$ cat config.mk
export PLATFORM = sky130hd
export DESIGN_NAME = load_store_unit
export DESIGN_NICKNAME = d
export VERILOG_FILES = /design/src/rtl/load_store_unit.sv
export SDC_FILE = /design/constraint.sdc
export NUM_CORES = 1
export LEC_CHECK = 0
export ABC_AREA = 1
export ABC_CLOCK_PERIOD_IN_PS = 2840
export CORE_UTILIZATION = 43
export DETAILED_ROUTE_END_ITERATION = 7
export PLACE_DENSITY = 0.8
export RECOVER_POWER = 50
export SLEW_MARGIN = 25
export SYNTH_ARGS = -nofsm -noshare
export SYNTH_HDL_FRONTEND = slang
export SYNTH_SLANG_ARGS = --single-unit
$ cat constraint.sdc
create_clock -name clk -period 2.84 [get_ports clk]
set_input_delay 0.426 -clock clk [delete_from_list [all_inputs] [get_ports clk]]
set_output_delay 0.426 -clock clk [all_outputs]
set_load 0.02 [all_outputs]
$ cat src/rtl/load_store_unit.sv
// Data-memory access stage: turns core load/store requests into word-addressed
// bus transactions and returns lane-extracted, extended load data.
module load_store_unit #(
   parameter int TIMEOUT = 16
) (
   input  logic        clk,
   input  logic        rst,
   input  logic        req_valid,
   input  logic        req_we,
   input  logic [2:0]  funct3,
   input  logic [31:0] addr,
   input  logic [31:0] wdata,
   output logic        stall,
   output logic        done,
   output logic        err,
   output logic [31:0] rdata,
   output logic        mem_req,
   output logic        mem_we,
   output logic [31:0] mem_addr,
   output logic [3:0]  mem_wstrb,
   output logic [31:0] mem_wdata,
   input  logic        mem_ack,
   input  logic [31:0] mem_rdata
);

   localparam logic [2:0] F3_B  = 3'b000;
   localparam logic [2:0] F3_H  = 3'b001;
   localparam logic [2:0] F3_W  = 3'b010;
   localparam logic [2:0] F3_BU = 3'b100;
   localparam logic [2:0] F3_HU = 3'b101;

   localparam int CNT_W = $clog2(TIMEOUT) + 1;
   localparam logic [CNT_W-1:0] CNT_LAST = CNT_W'(TIMEOUT - 1);

   typedef enum logic [1:0] {IDLE, ISSUE, RESP, ERR} state_t;

   state_t           state, state_nxt;
   logic [CNT_W-1:0] cnt, cnt_nxt;
   logic             capture;
   logic             latch_load;

   logic             cap_we;
   logic [2:0]       cap_f3;
   logic [31:0]      cap_addr;
   logic [31:0]      cap_wdata;

   function automatic logic access_ok(input logic we, input logic [2:0] f3,
                                      input logic [1:0] a);
      logic ok;
      case (f3)
         F3_B:    ok = 1'b1;
         F3_H:    ok = ~a[0];
         F3_W:    ok = (a == 2'b00);
         F3_BU:   ok = ~we;
         F3_HU:   ok = ~we & ~a[0];
         default: ok = 1'b0;
      endcase
      return ok;
   endfunction

   function automatic logic [3:0] lane_strobe(input logic [2:0] f3,
                                               input logic [1:0] a);
      logic [3:0] s;
      case (f3[1:0])
         2'b00:   s = 4'b0001 << a;
         2'b01:   s = 4'b0011 << {a[1], 1'b0};
         default: s = 4'b1111;
      endcase
      return s;
   endfunction

   function automatic logic [31:0] lane_wdata(input logic [2:0] f3,
                                               input logic [31:0] d);
      logic [31:0] w;
      case (f3[1:0])
         2'b00:   w = {4{d[7:0]}};
         2'b01:   w = {2{d[15:0]}};
         default: w = d;
      endcase
      return w;
   endfunction

   function automatic logic [31:0] load_extend(input logic [2:0] f3,
                                                input logic [1:0] a,
                                                input logic [31:0] word);
      logic [7:0]         b;
      logic [15:0]        h;
      logic signed [31:0] r;
      b = word[{a, 3'b000} +: 8];
      h = word[{a[1], 4'b0000} +: 16];
      case (f3)
         F3_B:    r = 32'($signed(b));
         F3_H:    r = 32'($signed(h));
         F3_BU:   r = 32'(b);
         F3_HU:   r = 32'(h);
         default: r = word;
      endcase
      return r;
   endfunction

   always_comb begin
      state_nxt  = state;
      cnt_nxt    = cnt;
      capture    = 1'b0;
      latch_load = 1'b0;
      case (state)
         IDLE: begin
            if (req_valid) begin
               capture   = 1'b1;
               cnt_nxt   = '0;
               state_nxt = access_ok(req_we, funct3, addr[1:0]) ? ISSUE : ERR;
            end
         end
         ISSUE: begin
            // An ack on the final counted cycle still completes the access.
            if (mem_ack) begin
               state_nxt  = RESP;
               latch_load = ~cap_we;
            end else if (cnt == CNT_LAST) begin
               state_nxt = ERR;
            end else begin
               cnt_nxt = cnt + 1'b1;
            end
         end
         RESP:    state_nxt = IDLE;
         ERR:     state_nxt = IDLE;
         default: state_nxt = IDLE;
      endcase
   end

   always_comb begin
      done      = (state == RESP) || (state == ERR);
      err       = (state == ERR);
      mem_req   = (state == ISSUE);
      mem_we    = 1'b0;
      mem_wstrb = 4'b0000;
      mem_addr  = {cap_addr[31:2], 2'b00};
      mem_wdata = lane_wdata(cap_f3, cap_wdata);
      if (state == ISSUE) begin
         mem_we    = cap_we;
         mem_wstrb = cap_we ? lane_strobe(cap_f3, cap_addr[1:0]) : 4'b0000;
      end
      stall = req_valid & ~done;
   end

   always_ff @(posedge clk) begin
      if (rst) begin
         state <= IDLE;
         cnt   <= '0;
         rdata <= '0;
      end else begin
         state <= state_nxt;
         cnt   <= cnt_nxt;
         if (latch_load) rdata <= load_extend(cap_f3, cap_addr[1:0], mem_rdata);
      end
   end

   // Request fields are plain data; they are only meaningful after a capture.
   always_ff @(posedge clk) begin
      if (capture) begin
         cap_we    <= req_we;
         cap_f3    <= funct3;
         cap_addr  <= addr;
         cap_wdata <= wdata;
      end
   end

endmodule

Word level (Yosys, flattened, before mapping):

Index checks and enable logic that the tools add are counted.

* register bits after elaboration: 107
* output and inout port bits: 105
* word-level logic and storage cells: 66

* add/sub/neg operators: 1
* equal/unequal tests: 16
* shift-type cells: 4
* multiplexer cells: 22
* bitwise operators: 6
* reductions and logical operators: 10

Operators with widths (count)
* $pmux W32 S4: 1
* $pmux W32 S2: 1
* $shiftx A32 B6 Y16: 1
* $shiftx A32 B6 Y8: 1
* $mux W5: 3
* $eq A3 B3 Y1 const B: 4
* $pmux W5 S2: 1
* $mux W2: 4
* $mux W4: 2
* $pmux W4 S2: 1
* $mux W1: 7
* $eq A3 B1 Y1 const B: 2
* $logic_not A2 Y1: 3
* $logic_not A3 Y1: 2
* $ne A2 B2 Y1 const B: 3
* $pmux W2 S3: 1
* $add A5 B1 Y5 const B: 1
* $eq A5 B4 Y1 const B: 1
* $pmux W1 S5: 1
* $eq A2 B1 Y1 const B: 2
* $eq A2 B2 Y1 const B: 2
* $not A1 Y1: 4
* $reduce_and A4 Y1: 1
* $shl A1 B2 Y4 const A: 1
* other kinds (8): 9

Longest topological paths before layout:

Gate-level depths: netlist (run 1).

* depth after elaboration: 8
* gate-level depth with buffers: 11

Worst setup path before layout (run 1):

Ideal clock, no wire load.

* path type: register -> register
* from: register state[1]
* to: register cap_addr[0] (enable)
* library setup time: 0.423 ns
* arrival time: 1.944 ns
* required time: 2.417 ns
* slack: 0.474 ns
* cell stages (with the launch flop): 4
* path buffers: 0
* period minus slack after synthesis: 2.366 ns
* cell sequence: dfxtp_1 nor2_1 nand2_1 inv_1

* longest elaborated chain between the ends: 2

Ends and longest elaborated chain
* start, declared: RTL line 37 `state_t state, state_nxt;`
* start signal, assigned: RTL line 152 `state <= state_nxt;`
* $logic_not A2 Y1: RTL line 106 `case (state)`
* $mux W1: RTL line 106
* net capture: RTL line 39 `logic capture;`
* end signal, assigned: RTL line 163 `cap_addr <= addr;`
* end, declared: RTL line 44 `logic [31:0] cap_addr;`

The timed path passes the listed nets, and every way through them passes these cells.
A chain may end at the register's enable or synchronous reset.

Final worst setup path (run 1):

* from: register cap_f3[0]
* to: output mem_wdata[8]

* longest elaborated chain between the ends: 2

Ends and longest elaborated chain
* start, declared: RTL line 43 `logic [2:0] cap_f3;`
* start signal, assigned: RTL line 162 `cap_f3 <= funct3;`
* $eq A2 B1 Y1 or $logic_not A2 Y1 (tied branches): RTL line 75 `case (f3[1:0])`
* $pmux W32 S2 *: RTL line 75
* end, declared: RTL line 21 `output logic [31:0] mem_wdata,`

Mark *: on every way between the ends. The rest lies on a longest branch, timed or not.

==> results of run 1 <==
## routing by layer
| layer | vias to the layer above | track usage (%) | part of all wire (%) |
|---|---|---|---|
| met4 | 6 | 9.07 | 2.5 |
| met1 | 2072 | 26.1 | 37 |
| li1 | 2174 | - | - |
| met2 | 200 | 41.9 | 50 |
| met5 | - | 0 | 0.30 |
| met3 | 31 | 8.09 | 9.8 |
## registers in the layout, indices dropped and copies added (netlist names)
register and count:
cap_wdata 32, state 2, cnt 5, cap_we 1, cap_addr 32, rdata 32
cap_f3 3
## stage by stage
step / cell area (um2) / power (W) / util, % / setup WS (ns) / hold WS [ns]
global placement: 6960 / 0.00279 / 60.7 / 0.624 / 0.460
finish: 7290 / 0.00412 / 63.5 / 0.153 / 0.494
CTS: 7280 / 0.00418 / 63.5 / 0.140 / 0.489
detailed placement: 6960 / 0.00281 / 60.7 / 0.531 / 0.479
global route: 7280 / 0.00427 / 63.5 / 0.0130 / 0.525
floorplan: 5080 / 0.00238 / - / 0.474 / 0.445
## logic make-up after synthesis
group / Yosys count / synth area share [%]
and+or+nand+nor: 227 / 17.5
AOI/OAI and AO/OA: 120 / 13.0
DFF: 107 / 55.6
adders and majority gates: 2 / 0.493
other: 1 / 0.0738
buffers and inverters: 125 / 13.4
## cells in the final DEF (no fill, tap or decap)
master / Yosys / final
bufinv_16: 0 / 2
clkbuf_1: 13 / 1
inv_6: 0 / 1
inv_8: 0 / 1
o211ai_1: 15 / 15
buf_4: 42 / 4
clkbuf_16: 0 / 9
nand2_1: 151 / 151
edfxtp_1: 68 / 68
nor3_1: 2 / 2
inv_1: 56 / 56
o22ai_1: 1 / 1
nand3_1: 6 / 6
dfxtp_1: 39 / 39
a31oi_1: 1 / 1
conb_1: 1 / 2
dlygate4sd3_1: 0 / 99
nand2_2: 3 / 3
o21ai_1: 18 / 18
nor2_1: 63 / 63
nor2_4: 1 / 1
nor3_4: 1 / 1
o21bai_1: 7 / 7
clkdlybuf4s50_1: 0 / 107
o21ai_0: 45 / 45
a21oi_1: 33 / 33
clkbuf_8: 0 / 1
inv_2: 2 / 2
ha_1: 2 / 2
buf_12: 0 / 3
clkinv_2: 0 / 1
diode_2: 0 / 3
## critical path, stage by stage, from the launching register on
cell and delay, ns:
edfxtp_1 0.39, inv_1 0.10, nand2_1 0.07, inv_1 0.38, nand2_1 0.16, o21ai_0 0.15, clkdlybuf4s50_1 0.65
## cell type report
| class | instances | area, um2 | share of cell area, % |
|---|---|---|---|
| timing repair buffer | 214 | 2160 | 29.6 |
| clock inverter | 5 | 85.1 | 1.17 |
| antenna | 3 | 7.51 | 0.103 |
| multi-input combinational | 351 | 1580 | 21.7 |
| sequential | 107 | 2820 | 38.7 |
| clock buffer | 10 | 239 | 3.28 |
| tap | 143 | 179 | 2.46 |
| inverter | 58 | 218 | 2.99 |
## power by group through the flow
stage               Sequential (W)  Combinational, W  Clock (W)
floorplan                  0.00189          0.000496          0
global placement           0.00187          0.000917          0
detailed placement         0.00187          0.000934          0
CTS                        0.00184          0.000940    0.00140
global route               0.00185          0.000976    0.00145
finish                     0.00184          0.000908    0.00137
## path summary, 6_finish.rpt
| check | end | slack (ns) | depth (start not counted) |
|---|---|---|---|
| max | mem_wdata[8] | 0.15 | 6 |
| min | cnt[3] | 0.49 | 2 |
| min reg2reg | cnt[3] | 0.49 | 2 |
| max reg2reg | cnt[3] | 0.82 | 7 |
==> results.py, run 1 <==
metrics = {
    "finish": {
        "fin_nets": 847,
        "drive_gt1_share_pct": 3.89,
        "instances_no_fill": 891,
        "fillers": 951,
        "syn_to_final_growth_pct": 43.5,
    },
    "synth": {
        "avgSynthCellArea_um2": 8.73,
        "synth-edff-count": 68,
        "netlist_area_um2": 5080,
        "yosys-top-cells-area": "edfxtp_1, dfxtp_1, nand2_1",
        "ys.flop_type": "edfxtp_1",
        "synth_async_sr_flop_share_pct": 0,
        "ys_warn_count": 0,
        "netlist_instances": 582,
        "synth.most_common_cell": "nand2_1",
        "yosysTopAreaCellShare_pct": 40.2,
        "synth-seq-cells": 107,
        "synthTopCellsByCount": "nand2_1, edfxtp_1, nor2_1, inv_1, o21ai_0",
        "ys_seq_area_share_pct": 55.6,
        "ys_types": 25,
        "post-synth-top-area-cell": "edfxtp_1",
    },
    "power_and_ir_drop": {
        "powerDensity_nw_per_um2": 565,
        "pwr-share-clk_pct": 33.3,
        "intPower_w": 0.00299,
        "switching_power_w": 0.00113,
        "power.share.sequential_pct": 44.7,
        "p_comb_share_pct": 22.1,
        "switching_share_pct": 27.4,
        "vdd_drop_max_mv": 0.351,
        "p_leak_nw": 3.06,
    },
    "sta": {
        "min_period_ns": 2.69,
        "setup_tns_ns": 0,
        "worst_pin_slew_ns": 0.961,
        "finalClockSkew_ns": 0.00456,
        "hold_viol_final": 0,
        "maxSlewViolCount": 0,
        "fmax_ghz": 0.372,
        "setup_viol": 0,
        "relSlewSlack_pct": 35.9,
        "grt_setup_unrepaired": "false",
        "fin_crit_sh_pct": 94.6,
    },
    "clock_tree": {
        "cts_tree": "yes",
        "numCtsBuffers": 9,
        "cts_resized": 0,
        "cts_setup_buffers": 0,
        "insertion_delay_ns": 0.34,
        "htreeDepth": 3,
        "hold_buffers": 0,
        "cts_root_buffer": "clkbuf_16",
        "clkSlewWorstSetupHoldPaths_ns": 0.07,
        "cts_buffer_depth": 2,
        "clock-sinks": 107,
    },
    "placed_design": {
        "hpwl_um": 10800,
        "dp.cells": 873,
        "port_buffers": 206,
        "gp_congestion": 0.864,
    },
    "drt": {
        "wl_um": 14400,
        "wl_per_cell_um": 16.2,
        "ant_nets": 0,
        "first_pass_iters": 5,
        "vias": 4483,
        "dr.first_iter.drc_count": 292,
        "vias_per_cell": 5.03,
        "drc_errors": 0,
    },
    "die": {
        "pin_count": 209,
        "die-area_um2": 12200,
        "core_area_um2": 11500,
        "die_h_um": 111,
        "die_w_um": 111,
        "rows": 39,
        "start_util_pct": 44.3,
    },
    "critical_path": {
        "critPathMaxFanout": 17,
        "arrival_ns": 2.26,
        "worst-setup-path-type": "register to output pin",
        "timing.rr.start": "state[1]",
        "start_kind": "register",
        "crit_path_end_kind": "output pin",
        "cp.required_ns": 2.41,
        "crit_start": "cap_f3[0]",
    },
    "global_routing": {
        "antenna_found_initial": 6,
        "grt_usage_pct": 23.7,
        "grt_max_degree": 65,
        "grt_pass1_wl_um": 22500,
        "grt_pass1_vias": 4501,
        "grt-ovfl-total": 0,
    },
    "hold_path": {
        "min-delay-start": "cnt[3]",
        "hold_class": "register to register",
    },
    "job": {
        "maxCapViolCount": 0,
    },
    "outcome": {
        "outcome": "finished, final reports clean",
    },
}
(Power assumes the default switching activity.)
==> run 2, diff against run 1 <==
--- a/config.mk
+++ b/config.mk
@@ -6,10 +6,10 @@
 export NUM_CORES = 1
 export LEC_CHECK = 0
 export ABC_AREA = 1
-export ABC_CLOCK_PERIOD_IN_PS = 2840
-export CORE_UTILIZATION = 43
+export ABC_CLOCK_PERIOD_IN_PS = 2300
+export CORE_UTILIZATION = 39
 export DETAILED_ROUTE_END_ITERATION = 7
-export PLACE_DENSITY = 0.8
+export PLACE_DENSITY = 0.77
 export RECOVER_POWER = 50
 export SLEW_MARGIN = 25
 export SYNTH_ARGS = -nofsm -noshare
==> constraint.sdc (replaced) <==
create_clock -name clk -period 2.3 [get_ports clk]
set_input_delay 0.345 -clock clk [delete_from_list [all_inputs] [get_ports clk]]
set_output_delay 0.345 -clock clk [all_outputs]
set_load 0.02 [all_outputs]
==> results.py, run 2 (synthesis gave the netlist of run 1 again) <==
metrics = {
    "clock_tree": {
        "hold_buffers": 0,
        "numCtsBuffers": 9,
        "clock-sinks": 107,
        "cts_buffer_depth": 2,
        "cts_tree": "yes",
        "cts_root_buffer": "clkbuf_16",
        "insertion_delay_ns": 0.36,
        "htreeDepth": 3,
        "clkSlewWorstSetupHoldPaths_ns": 0.08,
    },
    "global_routing": {
        "antenna_found_initial": 3,
        "grt_pass1_wl_um": 20800,
        "grt_usage_pct": 20.6,
        "grt-ovfl-total": 0,
        "grt_pass1_vias": 4293,
        "grt_max_degree": 66,
    },
    "finish": {
        "fin_nets": 848,
        "drive_gt1_share_pct": 4.28,
        "layout_top_registers": "cap_addr x32, cap_wdata x32, rdata x32",
        "syn_to_final_growth_pct": 42.9,
        "layout_common_cells": "nand2_1, clkdlybuf4s50_1, dlygate4sd3_1",
        "final_area_um2": 7260,
        "multiInputGateArea_um2": 1580,
        "final_util_pct": 57.3,
        "fillers": 1126,
        "instances_no_fill": 922,
        "register_area_um2": 2820,
        "layout_commonest_cell": "nand2_1",
    },
    "critical_path": {
        "path_cells": "inv_1 > buf_6 > nand2_1 > nand2_1 > clkdlybuf4s50_1",
        "cp_common_cell": "nand2_1",
        "cp_slowest_cell": "clkdlybuf4s50_1",
        "rrSetupSlack_ns": 0.24,
        "critPathMaxFanout": 20,
        "arrival_ns": 1.87,
        "cp.required_ns": 1.96,
        "timing.rr.start": "state[1]",
        "crit_path_end_kind": "output pin",
        "worst-setup-path-type": "register to output pin",
        "start_kind": "register",
        "critPathTopFamily": "buffers and inverters",
        "r2r_cells": 4,
        "worstReg2RegEnd": "cap_addr[22]",
        "max_stage_delay_ns": 0.61,
        "path_buf_inv": 3,
    },
    "drt": {
        "wl_um": 13600,
        "vias": 4363,
        "vias_per_cell": 4.73,
        "ant_nets": 0,
        "dr.first_iter.drc_count": 295,
        "wl_per_cell_um": 14.8,
        "first_pass_iters": 4,
        "drc_errors": 0,
    },
    "sta": {
        "relSlewSlack_pct": 33.9,
        "fin_crit_sh_pct": 96.1,
        "setup_tns_ns": 0,
        "finalClockSkew_ns": 0.00613,
        "maxSlewViolCount": 0,
        "setup_viol": 0,
        "hold_viol_final": 0,
        "grt_setup_unrepaired": "false",
        "worst_pin_slew_ns": 0.991,
        "min_period_ns": 2.21,
        "fmax_ghz": 0.452,
    },
    "placed_design": {
        "dp.cells": 903,
        "hpwl_um": 10200,
        "dpl_cell_area_um2": 6990,
        "gp_congestion": 0.893,
        "port_buffers": 206,
    },
    "die": {
        "rows": 41,
        "core_area_um2": 12700,
        "start_util_pct": 40.1,
        "die_h_um": 116,
        "die_w_um": 116,
        "pin_count": 209,
        "die-area_um2": 13500,
    },
    "outcome": {
        "outcome": "finished, final reports clean",
    },
    "hold_path": {
        "hold_class": "register to register",
        "hold-path-cell-count": 2,
        "min-delay-start": "cnt[3]",
        "holdPathEnd": "cnt[3]",
    },
    "power_and_ir_drop": {
        "vdd_drop_max_mv": 0.421,
        "p_leak_nw": 3.09,
        "power_w": 0.00485,
        "powerDensity_nw_per_um2": 668,
    },
    "job": {
        "maxCapViolCount": 0,
    },
}
==> run 2: cell types whose count changed in the layout (fill, tap and decap cells not counted), moves of 2 or more <==
cell,before,now
dlygate4sd2_1,0,16
dlymetal6s2s_1,0,6
bufinv_16,2,0
clkdlybuf4s15_1,0,4
dlygate4sd3_1,99,73
buf_12,3,0
==> run 2: stage by stage <==
stage,setup slack (ns),hold WS (ns)
floorplan,0.224,0.444
detailed placement,0.227,0.492
global route,0.00120,0.524
finish,0.0886,0.502
global placement,0.263,0.462
CTS,0.00165,0.503
==> run 2: how the worst max path moves through the flow <==
stage               startpoint             to  slack [ns]  depth (start not counted)
floorplan             state[1]         cnt[3]        0.22                          6
global placement     cap_f3[1]  mem_wdata[31]        0.26                          7
detailed placement   cap_f3[1]  mem_wdata[31]        0.23                          7
CTS                  cap_f3[1]  mem_wdata[22]       0.002                          5
global route         cap_f3[1]  mem_wdata[18]       0.001                          5
finish               cap_f3[1]  mem_wdata[18]        0.09                          5
==> run 2: report_power, final <==
part | switching [W] | internal (W)
combinational | 0.000608 | 0.000460
clock | 0.000753 | 0.000755
sequential | 0.0000642 | 0.00221
==> run 2: cell type report <==
class | instances | share of cell area (%)
clock inverter | 7 | 0.793
timing repair buffer | 215 | 29.4
inverter | 58 | 3.02
sequential | 107 | 38.9
multi-input combinational | 351 | 21.8
tap | 172 | 2.96
clock buffer | 9 | 3.10
antenna | 3 | 0.103
==> run 2: tightest hold or removal path: cells and delay by family (launching register included) <==
family / cells / cell delay (ns)
flops: 1 / 0.31
buf+inv: 1 / 0.09
compound gates: 1 / 0.06
==> run 2: what timing repair did <==
item / 4_1_cts / 5_1_grt
setup endpoints to repair: 28 / 8
hold endpoints to repair: 0 / 0
resized for setup: 21 / 12
setup buffers: 0 / 0
==> run 2: per-layer routing <==
| metal | vias to the layer above | routed length (um) | GRT usage, % |
|---|---|---|---|
| met5 | - | 0 | 0 |
| met4 | 0 | 381 | 9.83 |
| met3 | 28 | 1430 | 6.95 |
| met2 | 199 | 6660 | 35.7 |
| met1 | 1960 | 5160 | 22.8 |
| li1 | 2176 | - | - |
